**src/rtl/tl_cntr_multi_pkg.sv**
```systemverilog
// Shared definitions for the multi-direction traffic-light controller:
// phase encodings, lamp codes and small helpers.
package tl_cntr_multi_pkg;

  typedef enum logic [1:0] {
    PH_GREEN  = 2'b00,
    PH_YELLOW = 2'b01,
    PH_ALLRED = 2'b10
  } phase_e;

  localparam logic [1:0] TL_RED = 2'b00;
  localparam logic [1:0] TL_YEL = 2'b01;
  localparam logic [1:0] TL_GRN = 2'b10;

  // Width of a direction index; a 2-approach junction still needs one bit.
  function automatic int dir_w(input int n);
    return (n > 2) ? $clog2(n) : 1;
  endfunction

  // Lamp shown by the approach that owns the current phase.
  function automatic logic [1:0] lamp_of(input phase_e ph);
    case (ph)
      PH_GREEN:  return TL_GRN;
      PH_YELLOW: return TL_YEL;
      default:   return TL_RED;
    endcase
  endfunction

endpackage

```
**src/rtl/tl_cntr_multi_rr_pick.sv**
```systemverilog
// Combinational round-robin picker: finds the first waiting approach after
// the current one (wrapping) and flags whether anyone else is waiting.
module tl_rr_pick
  import tl_cntr_multi_pkg::*;
#(
  parameter int N_DIR = 2,
  localparam int DIR_W = dir_w(N_DIR)
) (
  input  logic [N_DIR-1:0] sensor,
  input  logic [DIR_W-1:0] cur_dir,
  output logic [DIR_W-1:0] next_dir,
  output logic             other_req
);

  logic             found;
  logic [DIR_W-1:0] cand;

  // Scan cur_dir+1 .. cur_dir+N_DIR-1 (mod N_DIR); own approach is excluded.
  always_comb begin
    next_dir  = cur_dir;
    other_req = 1'b0;
    found     = 1'b0;
    cand      = cur_dir;
    for (int k = 1; k < N_DIR; k++) begin
      cand = DIR_W'((int'(cur_dir) + k) % N_DIR);
      if (!found && sensor[cand]) begin
        next_dir  = cand;
        other_req = 1'b1;
        found     = 1'b1;
      end
    end
  end

endmodule

```
**src/rtl/tl_cntr_multi.sv**
```systemverilog
// Multi-direction traffic-light controller. Serves N_DIR approaches in
// round-robin order with sensor-driven green bounded by min/max timers,
// a timed yellow and an optional all-red clearance. All outputs are flops.
module tl_cntr_multi
  import tl_cntr_multi_pkg::*;
#(
  parameter int N_DIR       = 2,
  parameter int CNT_W       = 8,
  parameter int T_GREEN_MIN = 4,
  parameter int T_GREEN_MAX = 16,
  parameter int T_YELLOW    = 3,
  parameter int T_ALLRED    = 1,
  localparam int DIR_W = dir_w(N_DIR)
) (
  input  logic               clk,
  input  logic               reset_n,
  input  logic [N_DIR-1:0]   sensor,
  output logic [2*N_DIR-1:0] light,
  output logic [DIR_W-1:0]   cur_dir,
  output logic [1:0]         phase
);

  // Last timer value of each phase (timer counts 0 .. T-1).
  localparam logic [CNT_W-1:0] GMIN_LAST = CNT_W'(T_GREEN_MIN - 1);
  localparam logic [CNT_W-1:0] GMAX_LAST = CNT_W'(T_GREEN_MAX - 1);
  localparam logic [CNT_W-1:0] YEL_LAST  = CNT_W'(T_YELLOW - 1);
  localparam logic [CNT_W-1:0] RED_LAST  = CNT_W'((T_ALLRED > 0) ? T_ALLRED - 1 : 0);
  localparam logic [2*N_DIR-1:0] LIGHT_RST = {{(2*N_DIR-2){1'b0}}, TL_GRN};

  phase_e             phase_q, phase_d;
  logic [DIR_W-1:0]   cur_dir_q, cur_dir_d;
  logic [DIR_W-1:0]   next_dir_q, next_dir_d;
  logic [CNT_W-1:0]   timer_q, timer_d;
  logic [2*N_DIR-1:0] light_q, light_d;

  logic [DIR_W-1:0]   pick_dir;
  logic               other_req;

  tl_rr_pick #(
    .N_DIR (N_DIR)
  ) u_pick (
    .sensor    (sensor),
    .cur_dir   (cur_dir_q),
    .next_dir  (pick_dir),
    .other_req (other_req)
  );

  // Phase sequencing, phase timer and next-direction latch.
  always_comb begin
    phase_d    = phase_q;
    cur_dir_d  = cur_dir_q;
    next_dir_d = next_dir_q;
    timer_d    = timer_q + 1'b1;
    case (phase_q)
      PH_GREEN: begin
        if (other_req &&
            ((timer_q >= GMIN_LAST && !sensor[cur_dir_q]) || timer_q >= GMAX_LAST)) begin
          phase_d    = PH_YELLOW;
          timer_d    = '0;
          next_dir_d = pick_dir;
        end else if (timer_q >= GMAX_LAST) begin
          timer_d = GMAX_LAST;
        end
      end
      PH_YELLOW: begin
        if (timer_q >= YEL_LAST) begin
          timer_d = '0;
          if (T_ALLRED == 0) begin
            phase_d   = PH_GREEN;
            cur_dir_d = next_dir_q;
          end else begin
            phase_d = PH_ALLRED;
          end
        end
      end
      PH_ALLRED: begin
        if (timer_q >= RED_LAST) begin
          timer_d   = '0;
          phase_d   = PH_GREEN;
          cur_dir_d = next_dir_q;
        end
      end
      default: begin
        phase_d   = PH_GREEN;
        cur_dir_d = '0;
        timer_d   = '0;
      end
    endcase
  end

  // Lamp decode from the next state so the lamp flops switch with phase/cur_dir.
  always_comb begin
    light_d = '0;
    for (int i = 0; i < N_DIR; i++) begin
      if (cur_dir_d == DIR_W'(i)) begin
        light_d[2*i +: 2] = lamp_of(phase_d);
      end
    end
  end

  // State and output registers; reset drops any latched next direction.
  always_ff @(posedge clk or negedge reset_n) begin
    if (!reset_n) begin
      phase_q    <= PH_GREEN;
      cur_dir_q  <= '0;
      next_dir_q <= '0;
      timer_q    <= '0;
      light_q    <= LIGHT_RST;
    end else begin
      phase_q    <= phase_d;
      cur_dir_q  <= cur_dir_d;
      next_dir_q <= next_dir_d;
      timer_q    <= timer_d;
      light_q    <= light_d;
    end
  end

  assign light   = light_q;
  assign cur_dir = cur_dir_q;
  assign phase   = phase_q;

endmodule

```
**config.mk**
```make
export PLATFORM = sky130hd
export DESIGN_NAME = tl_cntr_multi
export DESIGN_NICKNAME = d
export VERILOG_FILES = /design/src/rtl/tl_cntr_multi_pkg.sv /design/src/rtl/tl_cntr_multi_rr_pick.sv /design/src/rtl/tl_cntr_multi.sv
export SDC_FILE = /design/constraint.sdc
export NUM_CORES = 1
export LEC_CHECK = 0
export CELL_PAD_IN_SITES_DETAIL_PLACEMENT = 1
export CELL_PAD_IN_SITES_GLOBAL_PLACEMENT = 2
export CORE_UTILIZATION = 39
export CTS_BUF_LIST = sky130_fd_sc_hd__clkbuf_4 sky130_fd_sc_hd__clkbuf_8
export DETAILED_ROUTE_END_ITERATION = 7
export GPL_TIMING_DRIVEN = 1
export PLACE_DENSITY_LB_ADDON = 0.1
export SYNTH_ARGS = -nofsm -noshare
export SYNTH_HDL_FRONTEND = slang
export SYNTH_SLANG_ARGS = --single-unit
```
**constraint.sdc**
```tcl
create_clock -name clk -period 3.6 [get_ports clk]
set_input_delay 0.72 -clock clk [delete_from_list [all_inputs] [get_ports clk]]
set_output_delay 0.72 -clock clk [all_outputs]
set_load 0.005 [all_outputs]
```
==> results.toml, run 1 <==
[grt]
top_usage_layer = "met2"
grt_pass1_vias = 477
grt_max_degree = 17
overflow = 0
grt_antenna_before_repair = 0
grtUsageMet1 = 0.218
grt_pass1_wl_um = 2210
track_usage = 0.161
grt_use_met3 = 0.0245
grt_util_met2 = 0.256

[die]
die_w_um = 44.5
rows = 14
core_mm2 = 0.00159
die_y_um = 44.5
pin_count = 11
die_area_mm2 = 0.00198
initial_core_util = 0.442

[timing]
fin_ws_ns = 1.34
setup_viol = 0
final-hold-violation-count = 0
rsz0062_at_grt = "no"
skew_ns = 0.00592
setup_tns_ns = 0
worstMarginPinSlew_ns = 0.690
finalMaxSlewViolations = 0
slew_headroom = 0.538
finalCritPeriodShare = 0.627
whs_ns = 0.529
fmax_mhz = 443
period_minus_slack_ns = 2.26

[clock_tree]
cts_hold_buf = 0
cts_made_buffers = 3
post_cts_buffers = 0
clock_sinks = 16
clock_latency_ns = 0.28
cts_max_level = 1
cts_tree = "built"
path_clk_slew_ns = 0.09
cts.repair.resized = 0
cts-root-buf = "clkbuf_4"
clockBufferDepth = 2

[setup_path]
end_kind = "flip-flop"
worstPathRequired_ns = 3.77
worst-setup-path-type = "input port to flip-flop"
cp-start-kind = "input port"
crit_arrival_ns = 2.43
crit_path_frequent_cell = "mux2_4"
path_cells = "clkdlybuf4s50_1 > mux2_4 > o211a_1 > nor4_4 > mux2_4"
slowest_delay_ns = 0.44
crit_slowest_cell = "clkdlybuf4s50_1"
critPathMaxFanout = 6

[power_and_ir_drop]
switching_share = 0.334
p_sw_w = 0.000234
power_frac_seq = 0.444
combPwrFrac = 0.395
clockPowerShare = 0.161
power_w = 0.000699
internal_power_w = 0.000466
power.density_mw_per_mm2 = 793
vdd_drop_max_mv = 0.387
p_leak_nw = 0.387

[finish]
final_util = 0.553
nets = 81
insertedDiodeCount = 0
nFillCells = 169
drive_above_1_share = 0.162
area_growth_pct = 25.2

[min_path]
hold_class = "flip-flop to flip-flop"

[placement]
port_buffers = 10
pre_cts_slack_ns = 1.06
finalWeightedCongestion = 0.738
place.detailed.hpwl_um = 988

[logic_synthesis]
yosysWarningCount = 0
syn_inst = 57
avgSynthCellArea_um2 = 12.4
synth-seq-area-share = 0.570
ys_ff_latch = 16
synth.cell_area_um2 = 704
yosysUniqueCellTypes = 28

[routing]
wl_um = 1330
drt-vias-per-instance = 4.83
drt_iter0_drc = 9
ant_nets = 0
drtPass1Iterations = 4
num_vias = 473
drc = 0
wl_per_cell_um = 13.5

[flow_run]
drv_cap = 0

[outcome]
status = "complete, no violations"
-- power groups by stage --
stage               clock network, W  logic [W]  registers (W)
finish                      0.000112   0.000276       0.000311
global route                0.000128   0.000306       0.000320
CTS                         0.000119   0.000280       0.000312
detailed placement                 0   0.000276       0.000314
global placement                   0   0.000270       0.000310
floorplan                          0   0.000168       0.000303
-- cells by family (layout without fill, tap and decap cells) --
logic type | after synthesis | in the layout | share of synthesized area
buffers and inverters | 1 | 15 | 0.00532
muxes | 3 | 3 | 0.0568
DFF | 16 | 16 | 0.570
xor gates and xnor gates | 2 | 2 | 0.0249
AOI/OAI and AO/OA | 10 | 10 | 0.105
adders and majority gates | 2 | 2 | 0.0355
other | 1 | 4 | 0.00532
and+or+nand+nor | 22 | 22 | 0.197
-- synth_stat cells --
cell / count / share of area
ha_1: 2 / 0.036
o21a_1: 1 / 0.011
dfstp_2: 1 / 0.037
nor2_1: 4 / 0.021
o221a_2: 1 / 0.016
nand3b_1: 1 / 0.011
mux2_4: 2 / 0.043
or2_2: 1 / 0.0089
conb_1: 1 / 0.0053
nor4_1: 1 / 0.0089
o211a_1: 1 / 0.014
or4_1: 2 / 0.021
dfrtp_1: 15 / 0.53
nor3_2: 1 / 0.014
o21ba_2: 1 / 0.014
nand2_1: 3 / 0.016
xnor2_1: 2 / 0.025
a21oi_1: 4 / 0.028
nand2b_1: 1 / 0.0089
or2b_1: 1 / 0.011
nor2b_1: 1 / 0.0089
and2_1: 1 / 0.0089
nor3_1: 2 / 0.014
a211oi_1: 2 / 0.021
inv_1: 1 / 0.0053
nand3_1: 2 / 0.014
mux2i_1: 1 / 0.014
nor4_4: 1 / 0.030
-- layer usage --
| metal | up-vias | wire length (um) |
|---|---|---|
| met1 | 231 | 611 |
| met5 | - | 0 |
| met2 | 7 | 663 |
| li1 | 233 | - |
| met4 | 0 | 19 |
| met3 | 2 | 31 |
-- flip-flops by register name, indices dropped and copies added (netlist names) --
name	flops
cur_dir	1
timer_q	8
phase	2
next_dir_q	1
light	4
-- final timing paths --
check / end / cells after the start / slack (ns) / startpoint
setup / recovery: next_dir_q / 5 / 1.34 / sensor[0]
min in group asynchronous: light[0] / 1 / 0.85 / reset_n
setup reg to reg: next_dir_q / 4 / 1.73 / cur_dir
hold / removal: next_dir_q / 1 / 0.53 / next_dir_q
max in group asynchronous: timer_q[1] / 1 / 2.30 / reset_n
hold reg to reg: next_dir_q / 1 / 0.53 / next_dir_q
-- area by class of cell --
cell class	count	area (um^2)	area share
Clock buffer	4	36.3	0.0411
Inverter	1	3.75	0.00426
Multi-Input combinational cell	43	310	0.352
Sequential cell	16	402	0.455
Tap cell	24	30.0	0.0340
Timing Repair Buffer	10	100	0.113
-- metrics by stage --
stage	cell area (um^2)	instances
floorplan	716	60
global placement	846	94
detailed placement	846	94
CTS	882	98
global route	882	98
finish	882	98
-- worst max-delay path: cells and delay by family --
kind            cells  cell delay, ns
compound gates      1            0.26
buf+inv             1            0.44
mux                 2            0.61
simple gates        1            0.39
-- cells in the final DEF, fill, tap and decap left out, types with 2 or more instances in the layout --
cell type | Yosys | final
dfrtp_1 | 15 | 15
a211oi_1 | 2 | 2
or4_1 | 2 | 2
xnor2_1 | 2 | 2
nor3_1 | 2 | 2
clkdlybuf4s50_1 | 0 | 10
clkbuf_4 | 0 | 3
conb_1 | 1 | 4
nor2_1 | 4 | 4
nand3_1 | 2 | 2
ha_1 | 2 | 2
mux2_4 | 2 | 2
a21oi_1 | 4 | 4
nand2_1 | 3 | 3
No activity file was read; power rests on OpenSTA's default activity.
==> run 2, diff against run 1 <==
--- a/config.mk
+++ b/config.mk
@@ -7,7 +7,7 @@
 export LEC_CHECK = 0
 export CELL_PAD_IN_SITES_DETAIL_PLACEMENT = 1
 export CELL_PAD_IN_SITES_GLOBAL_PLACEMENT = 2
-export CORE_UTILIZATION = 39
+export CORE_UTILIZATION = 32
 export CTS_BUF_LIST = sky130_fd_sc_hd__clkbuf_4 sky130_fd_sc_hd__clkbuf_8
 export DETAILED_ROUTE_END_ITERATION = 7
 export GPL_TIMING_DRIVEN = 1
==> constraint.sdc (replaced) <==
create_clock -name clk -period 1.9 [get_ports clk]
set_input_delay 0.38 -clock clk [delete_from_list [all_inputs] [get_ports clk]]
set_output_delay 0.38 -clock clk [all_outputs]
set_load 0.005 [all_outputs]
==> results.toml, run 2 (synthesis results as in run 1) <==
[placement]
place.detailed.hpwl_um = 1050
finalWeightedCongestion = 0.700
dpl_cell_area_um2 = 917
pre_cts_slack_ns = -0.164
port_buffers = 10
dpl.cell_count = 106

[die]
die_y_um = 48.9
rows = 16
initial_core_util = 0.348
die_w_um = 48.9
die_area_mm2 = 0.00239
pin_count = 11
core_mm2 = 0.00202

[clock_tree]
clock_latency_ns = 0.28
clockBufferDepth = 2
cts_max_level = 1
cts-root-buf = "clkbuf_4"
clock_sinks = 16
cts_made_buffers = 3
cts_tree = "built"
path_clk_slew_ns = 0.09

[finish]
layout_commonest_cell = "dfrtp_1"
nets = 91
mostFrequentLayoutCells = "dfrtp_1, clkdlybuf4s50_1, buf_4"
largest_reg_flops = 8
regMostFlops = "timer_q"
insertedDiodeCount = 0
final_area_um2 = 965
drive_above_1_share = 0.274
area_growth_pct = 36.9
instances_no_fill = 111

[routing]
drc = 0
ant_nets = 0
drt_iter0_drc = 1
wl_um = 1400
num_vias = 525
drt-vias-per-instance = 4.73
wl_per_cell_um = 12.6
drtPass1Iterations = 2

[setup_path]
critPathMaxFanout = 3
crit_arrival_ns = 1.94
cp-start-kind = "input port"
worst-setup-path-type = "input port to flip-flop"
worstPathRequired_ns = 2.07
end_kind = "flip-flop"
reg2reg_depth = 7

[grt]
grt_pass1_vias = 537
grt_pass1_wl_um = 2420
grt_max_degree = 17
overflow = 0
track_usage = 0.135
grt_antenna_before_repair = 0

[timing]
finalCritPeriodShare = 0.932
skew_ns = 0.00617
final-hold-violation-count = 0
rsz0062_at_grt = "no"
finalMaxSlewViolations = 0
period_minus_slack_ns = 1.77
setup_viol = 0
fin_ws_ns = 0.130
setup_tns_ns = 0
fmax_mhz = 565

[outcome]
status = "complete, no violations"

[power_and_ir_drop]
p_leak_nw = 0.442
vdd_drop_max_mv = 0.686
power.density_mw_per_mm2 = 1440

[min_path]
hold_class = "input port to async pin"

[flow_run]
drv_cap = 0
## run 2: final cells by class
| cell class | instances | area, um^2 |
|---|---|---|
| clock buffer | 4 | 30.0 |
| fill | 233 | 1060 |
| inverter | 1 | 3.75 |
| multi-input combinational | 43 | 320 |
| sequential | 16 | 402 |
| tap | 27 | 33.8 |
| timing repair buffer | 20 | 175 |
## run 2: critical path, stage by stage
cell             delay (ns)
clkdlybuf4s50_1        0.45
mux2_4                 0.27
o211a_1                0.25
nor4_4                 0.26
mux2_4                 0.33
## run 2: path summary, 6_finish.rpt
| check | startpoint | slack (ns) | endpoint |
|---|---|---|---|
| worst max-delay path | sensor[1] | 0.13 | next_dir_q |
| worst min-delay path | reset_n | 0.41 | timer_q[5] |
| worst max register to register | timer_q[0] | 0.15 | timer_q[0] |
| worst min register to register | timer_q[0] | 0.51 | timer_q[0] |
| max in group asynchronous | reset_n | 1.24 | light[1] |
| min in group clk | timer_q[0] | 0.51 | timer_q[0] |
## run 2: layer usage
| metal | track usage | part of all wire |
|---|---|---|
| met5 | 0 | 0 |
| met4 | 0.0882 | 0.016 |
| met3 | 0.0218 | 0.026 |
| met2 | 0.194 | 0.49 |
| met1 | 0.187 | 0.47 |
## run 2: power breakdown
group	internal, W	switching (W)
Clock	0.0000957	0.0000981
Sequential	0.000465	0.000113
Combinational	0.000367	0.000253
Total	0.000928	0.000464
## run 2: stage by stage
| step | power, W | hold WS (ns) | util |
|---|---|---|---|
| 6_report | 0.00139 | 0.412 | 0.477 |
| 5_1_grt | 0.00150 | 0.426 | 0.477 |
| 4_1_cts | 0.00138 | 0.407 | 0.468 |
| 3_5_place_dp | 0.00118 | 0.512 | 0.454 |
| 3_3_place_gp | 0.00116 | 0.500 | 0.454 |
| 2_1_floorplan | 0.000893 | 0.0844 | - |
## run 2: what timing repair did
item | in CTS | in global routing
buffers inserted | 0 | 1
gates resized for setup | 0 | 2
hold buffers | 0 | 0
endpoints found under the setup margin | 0 | 1
==> run 3, diff against run 2 <==
--- a/config.mk
+++ b/config.mk
@@ -7,10 +7,12 @@
 export LEC_CHECK = 0
 export CELL_PAD_IN_SITES_DETAIL_PLACEMENT = 1
 export CELL_PAD_IN_SITES_GLOBAL_PLACEMENT = 2
-export CORE_UTILIZATION = 32
+export CORE_UTILIZATION = 38
 export CTS_BUF_LIST = sky130_fd_sc_hd__clkbuf_4 sky130_fd_sc_hd__clkbuf_8
 export DETAILED_ROUTE_END_ITERATION = 7
+export DONT_BUFFER_PORTS = 1
 export GPL_TIMING_DRIVEN = 1
+export MAX_ROUTING_LAYER = met4
 export PLACE_DENSITY_LB_ADDON = 0.1
 export SYNTH_ARGS = -nofsm -noshare
 export SYNTH_HDL_FRONTEND = slang
==> results.toml, run 3 (synthesis results as in run 1) <==
[die]
rows = 15
die_area_mm2 = 0.00203
initial_core_util = 0.408
pin_count = 11
die_w_um = 45.1
core_mm2 = 0.00173
die_y_um = 45.1

[finish]
multi_input_area_um2 = 317
largest_reg_flops = 8
nets = 75
instances_no_fill = 93
area_growth_pct = 16.7
drive_above_1_share = 0.221
regMostFlops = "timer_q"
regArea_um2 = 402
nFillCells = 199
mostFrequentLayoutCells = "dfrtp_1, nor2_1, a21oi_1, conb_1"
insertedDiodeCount = 0
layout_commonest_cell = "dfrtp_1"

[timing]
fmax_mhz = 563
slew_headroom = 0.519
finalCritPeriodShare = 0.935
finalMaxSlewViolations = 0
worstMarginPinSlew_ns = 0.720
skew_ns = 0.00331
final-hold-violation-count = 0
setup_viol = 0
period_minus_slack_ns = 1.78
fin_ws_ns = 0.123

[min_path]
min_to = "next_dir_q"
min_path_cells = 2
hp-start = "sensor[0]"
hold_class = "input port to flip-flop"

[routing]
drc = 0
drt_iter0_drc = 5
drt-vias-per-instance = 5.02
drtPass1Iterations = 3
wl_um = 1330
wl_per_cell_um = 14.3
num_vias = 467
ant_nets = 0

[grt]
grt_antenna_before_repair = 0
grtUsageMet1 = 0.191
overflow = 0
grt_util_met2 = 0.255
track_usage = 0.157
grt_pass1_vias = 482
grt_max_degree = 17
top_usage_layer = "met2"
grt_use_met3 = 0.0240
grt_pass1_wl_um = 2080

[placement]
place.detailed.hpwl_um = 943
port_buffers = 0
pre_cts_slack_ns = 0.100
dpl.cell_count = 86
finalWeightedCongestion = 0.722

[power_and_ir_drop]
power.density_mw_per_mm2 = 1530
power_w = 0.00126
p_leak_nw = 0.376
vdd_drop_max_mv = 0.588

[outcome]
status = "complete, no violations"

[setup_path]
path_cells = "inv_1 > ha_1 > or4_1 > nor3_4 > a211oi_1 > a21oi_1"
cp-start-kind = "flip-flop"
reg2reg_to = "timer_q[1]"
critPathMaxFanout = 4
reg2reg_depth = 6
worst-setup-path-type = "flip-flop to flip-flop"
end_kind = "flip-flop"
slowest_delay_ns = 0.56
regToRegSetupSlack_ns = 0.12
r2r_start = "timer_q[0]"
crit_slowest_cell = "or4_1"
worstPathRequired_ns = 2.11
crit_arrival_ns = 1.99

[clock_tree]
clock_sinks = 16
cts_made_buffers = 3
cts-root-buf = "clkbuf_4"
clock_latency_ns = 0.28
cts_tree = "built"
path_clk_slew_ns = 0.09
clockBufferDepth = 2
cts_max_level = 1

[flow_run]
drv_cap = 0
run 3: cell types whose count changed in the layout (fill, tap and decap cells not counted), sizes merged:
cell	previous run	this run
dlygate4sd3	0	1
buf	10	3
clkdlybuf4s50	10	0
run 3: layout make-up:
type                    count  share of cell area
clock buffers               4              0.0441
inverters                   1             0.00457
multi-input cells          43               0.385
flip-flops and latches     16               0.489
well taps                  25              0.0381
repair buffers              4              0.0396
run 3: worst max-delay path by stage:
stage                           from    endpoint  slack, ns  cells after the start
after floorplan              cur_dir  next_dir_q       0.14                      4
after global placement    timer_q[0]  next_dir_q       0.12                      5
after detailed placement  timer_q[0]  timer_q[1]       0.10                      6
after CTS                 timer_q[0]  timer_q[1]       0.08                      6
after global routing      timer_q[0]  timer_q[1]      -0.04                      6
final                     timer_q[0]  timer_q[1]       0.12                      6
run 3: timing repair:
item | CTS | global route
endpoints found under the setup margin | 0 | 4
buffers inserted | 0 | 2
endpoints found under the hold margin | 16 | 0
resized for setup | 0 | 1
hold buffers | 1 | 0
run 3: power breakdown:
part | switching, W | internal [W]
Sequential | 0.000121 | 0.000466
Combinational | 0.000225 | 0.000225
Clock | 0.000107 | 0.000117
run 3: critical path: cells and delay by family, from the launching register on:
family                     cells  cell delay (ns)
and+or+nand+nor                2             0.77
DFF                            1             0.40
AOI/OAI and AO/OA              2             0.29
adders and majority gates      1             0.18
buffers and inverters          1             0.06
run 3: per-layer routing:
layer,up-vias,part of all wire
met4,0,0.0090
met2,8,0.52
met1,231,0.44
met5,-,0
met3,2,0.031
li1,226,-
run 3: metrics by stage:
| stage | area [um^2] | hold slack (ns) | setup TNS, ns | util |
|---|---|---|---|---|
| after floorplan | 716 | 0.0844 | 0 | - |
| after global placement | 754 | 0.0847 | 0 | 0.437 |
| after detailed placement | 754 | 0.0847 | 0 | 0.437 |
| after CTS | 801 | 0.372 | 0 | 0.464 |
| after global routing | 822 | 0.414 | -0.0601 | 0.476 |
| final | 822 | 0.382 | 0 | 0.476 |
